==> src/rtl/sram_port_arbiter.sv <==
// Arbitrates one single-port SRAM between fetch and data requesters; responses return in order by owner.
// Optional fetch starvation guard is built when the macro ARB_STARVE_GUARD_EN is defined.
module sram_port_arbiter #(
  parameter int SRAM_LAT   = 1,
  parameter int STARVE_MAX = 4
) (
  input  logic        clk,
  input  logic        reset,
  input  logic        inst_req,
  input  logic [31:0] inst_addr,
  output logic        inst_addr_ok,
  output logic        inst_data_ok,
  output logic [31:0] inst_rdata,
  input  logic        data_req,
  input  logic [3:0]  data_we,
  input  logic [31:0] data_addr,
  input  logic [31:0] data_wdata,
  output logic        data_addr_ok,
  output logic        data_data_ok,
  output logic [31:0] data_rdata,
  output logic        sram_en,
  output logic [3:0]  sram_we,
  output logic [31:0] sram_addr,
  output logic [31:0] sram_wdata,
  input  logic [31:0] sram_rdata
);

  if (SRAM_LAT < 1 || SRAM_LAT > 4 || STARVE_MAX < 1) begin : g_bad_cfg
    $error("sram_port_arbiter: SRAM_LAT must be 1..4 and STARVE_MAX at least 1");
  end

  logic grant_inst;
  logic grant_data;
  logic force_inst;

`ifdef ARB_STARVE_GUARD_EN
  localparam int CNT_W = $clog2(STARVE_MAX + 1);
  logic [CNT_W-1:0] starve_cnt;

  // Fetch wins a contested cycle once it has been denied STARVE_MAX cycles in a row.
  assign force_inst = inst_req && data_req && (starve_cnt == CNT_W'(STARVE_MAX));

  always_ff @(posedge clk or posedge reset) begin
    if (reset) begin
      starve_cnt <= '0;
    end else if (!inst_req || grant_inst) begin
      starve_cnt <= '0;
    end else if (starve_cnt != CNT_W'(STARVE_MAX)) begin
      starve_cnt <= starve_cnt + CNT_W'(1);
    end
  end
`else
  assign force_inst = 1'b0;
`endif

  assign grant_data   = data_req && !force_inst;
  assign grant_inst   = inst_req && !grant_data;
  assign inst_addr_ok = grant_inst;
  assign data_addr_ok = grant_data;

  always_comb begin
    sram_en    = grant_inst || grant_data;
    sram_we    = '0;
    sram_addr  = '0;
    sram_wdata = '0;
    if (grant_data) begin
      sram_we    = data_we;
      sram_addr  = data_addr;
      sram_wdata = data_wdata;
    end else if (grant_inst) begin
      sram_addr  = inst_addr;
    end
  end

  // ---- owner pipeline: stage 0 captures each grant, last stage raises data_ok ----
  logic vld_p [SRAM_LAT];
  logic own_p [SRAM_LAT];

  always_ff @(posedge clk or posedge reset) begin
    if (reset) begin
      for (int i = 0; i < SRAM_LAT; i++) vld_p[i] <= 1'b0;
    end else begin
      vld_p[0] <= sram_en;
      for (int i = 1; i < SRAM_LAT; i++) vld_p[i] <= vld_p[i-1];
    end
  end

  // Owner bits are qualified by vld_p, so they need no reset.
  always_ff @(posedge clk) begin
    own_p[0] <= grant_data;
    for (int i = 1; i < SRAM_LAT; i++) own_p[i] <= own_p[i-1];
  end

  // ---- response stage ----
  assign inst_data_ok = vld_p[SRAM_LAT-1] && !own_p[SRAM_LAT-1];
  assign data_data_ok = vld_p[SRAM_LAT-1] &&  own_p[SRAM_LAT-1];
  assign inst_rdata   = sram_rdata;
  assign data_rdata   = sram_rdata;

endmodule

==> config.mk <==
export PLATFORM = sky130hd
export DESIGN_NAME = sram_port_arbiter
export DESIGN_NICKNAME = d
export VERILOG_FILES = /design/src/rtl/sram_port_arbiter.sv
export SDC_FILE = /design/constraint.sdc
export NUM_CORES = 1
export LEC_CHECK = 0
export CORE_AREA = 3 3 103 105
export CTS_CLUSTER_DIAMETER = 60
export DETAILED_ROUTE_END_ITERATION = 10
export DIE_AREA = 0 0 106 108
export PLACE_DENSITY_LB_ADDON = 0.1
export SYNTH_ARGS = -nofsm -noshare
export SYNTH_HDL_FRONTEND = slang
export SYNTH_SLANG_ARGS = --single-unit
==> constraint.sdc <==
create_clock -name clk -period 1.5 [get_ports clk]
set_input_delay 0.3 -clock clk [delete_from_list [all_inputs] [get_ports clk]]
set_output_delay 0.3 -clock clk [all_outputs]
set_load 0.03 [all_outputs]
==> impl_metrics.toml <==
[floorplan]
core_area_um2 = 9729
die_x_um = 106
io_pins = 273
start_util_pct = 11.91
die_h_um = 108
die_area_um2 = 11450
row_count = 36

[global_route]
grt_pass1_wl_um = 8376
grt_usage_pct = 9.588
overflow = 0
grt_max_degree = 31
antenna_found_initial = 0
grt_pass1_vias = 1429

[critical_path]
crit_chain = "buf_2 > nor2b_4 > buf_6 > buf_16 > a22o_4 > buf_12"
max_stage_delay_ps = 230
crit_required_ps = 1200
path_class = "in2out"
cp_slowest_cell = "a22o_4"
critPathMaxFanout = 8
worstPathArrival_ps = 1170
setup.worst_path.start = "inst_req"
cp-start-kind = "input port"
cp-end-kind = "output port"

[timing]
finalWorstPathRequiredPeriod_ps = 1465
maxSlewHeadroom_pct = 79.06
setup_viol = 0
post-route-period-util_pct = 97.70
maxSlewViolCount = 0
setup_ws_ps = 34.52
grt_setup_unrepaired = "true"
tightestPinTransition_ps = 315.4
max_freq_mhz = 682.4
final-hold-violation-count = 0

[synthesis]
synthAdderAreaFrac_pct = 0
syn_area_per_cell_um2 = 7.622
synth-compound-area-share_pct = 24.19
syn_nets = 288
synth.ff_latch_count = 2
synth_mux_area_share_pct = 0
syn_area_um2 = 1159
yosys.cell_types.count = 12
synthXorXnorAreaFrac_pct = 0
synth_top_family_by_area = "buffers and inverters"
synth_top_area_share_pct = 42.76
yosysTopAreaCell = "buf_4"
ys_warn_count = 0
synth_area_leaders = "buf_4, a22o_1, and2_1, buf_6, dfrtp_1"
syn_inst = 152
synth_seq_area_share_pct = 3.888
synthSimpleGateAreaFrac_pct = 21.81

[status]
status = "finished, final reports clean"

[clock_network]
clock-sinks = 2
clk_pin_slew_ps = 30
htreeDepth = 1
cts_tree = "built"
cts_buffers = 3
clk_path_buf_depth = 2
root_buffer = "clkbuf_8"
hold_buffers = 0

[route]
first_iter_violations = 29
viasPerCell = 3.479
drtAntennaViolNets = 0
wl_um = 5952
dr.pass1.iters = 4
wire_per_inst_um = 14.92
drc = 0
via_count = 1388

[finish]
area_delta_synth_final_pct = 126.0
final_cell_mix = "clkdlybuf4s50_1, buf_4, and2_1"
drive_gt1_share_pct = 34.21
num_antenna_cells = 0
final_nets = 403
finalCoreUtilization_pct = 26.92
layout_commonest_cell = "clkdlybuf4s50_1"

[placement]
hpwl_um = 4583
numPortBuffers = 176
gp_congestion = 0.6383
place_ws_ps = -318.9

[power_and_ir_drop]
power.total_mw = 1.241
power_density_nw_per_um2 = 473.9
ir_drop_mv = 0.1391
p_leak_nw = 1.166

[run]
drv_cap = 0

[min_path]
hold_class = "in2async"
==> layout make-up <==
type                            count  area, µm²
Inverter                            1      3.754
Timing Repair Buffer              187       1803
Fill cell                        1070       7111
Sequential cell                     2      45.04
Clock buffer                        4      45.04
Tap cell                          133      166.4
Multi-Input combinational cell     72      555.5
==> metrics by stage <==
| stage | instances | hold WS, ps | TNS [ps] | instance area, µm² |
|---|---|---|---|---|
| floorplan | 152 | 28.71 | 0 | 1159 |
| global placement | 390 | 450.4 | -8920 | 2410 |
| detailed placement | 390 | 448.8 | -9055 | 2410 |
| CTS | 399 | 226.3 | 0 | 2605 |
| global route | 399 | 251.8 | -27.80 | 2619 |
| finish | 399 | 228.8 | 0 | 2619 |
==> how the worst max path moves through the flow <==
stage | endpoint | slack [ps]
after floorplan | sram_addr[22] | 100
after global placement | sram_addr[12] | -290
after detailed placement | sram_addr[14] | -320
after CTS | sram_addr[12] | 2
after global routing | sram_addr[13] | -8
final | sram_addr[12] | 30
==> metal layers <==
layer  global-route usage, %  up-vias  part of all wire (%)
met5                       0        -                     0
met4                   4.163        0                   2.3
met3                   2.985       14                    10
met2                   17.58      104                    54
met1                   10.14      599                    34
li1                        -      671                     -
==> state kept, by name, indices dropped and copies added, names as in the netlist <==
register  flops
vld_p         1
own_p         1
==> Yosys cell counts <==
master	instances
buf_6	5
a22o_1	32
dfxtp_1	1
or2_2	1
dfrtp_1	1
buf_4	66
and2_1	37
buf_2	2
inv_1	1
clkbuf_1	4
nor2b_2	1
nor2b_1	1
==> worst max-delay path: cells and delay by family <==
kind	cells	cell delay, ps
AOI/OAI and AO/OA	1	230
buffers and inverters	4	500
and+or+nand+nor	1	120
==> logic make-up (layout without fill, tap and decap cells) <==
family | after synthesis | after routing
flops | 2 | 2
compound gates | 32 | 32
buf+inv | 78 | 192
simple gates | 40 | 40
==> where the power goes <==
part | internal (mW) | total (mW) | switching, mW
clock | 0.181 | 0.229 | 0.0479
combinational | 0.522 | 0.955 | 0.432
sequential | 0.0568 | 0.0578 | 0.000925
total | 0.760 | 1.24 | 0.481
==> timing repair <==
| action | 4_1_cts | 5_1_grt |
|---|---|---|
| gates cloned | 3 | 0 |
| endpoints found under the setup margin | 36 | 12 |
| buffers inserted | 3 | 0 |
| gates resized for setup | 22 | 4 |
| pin swaps | 4 | 1 |
Note: power is estimated with default switching activity, not from simulation.
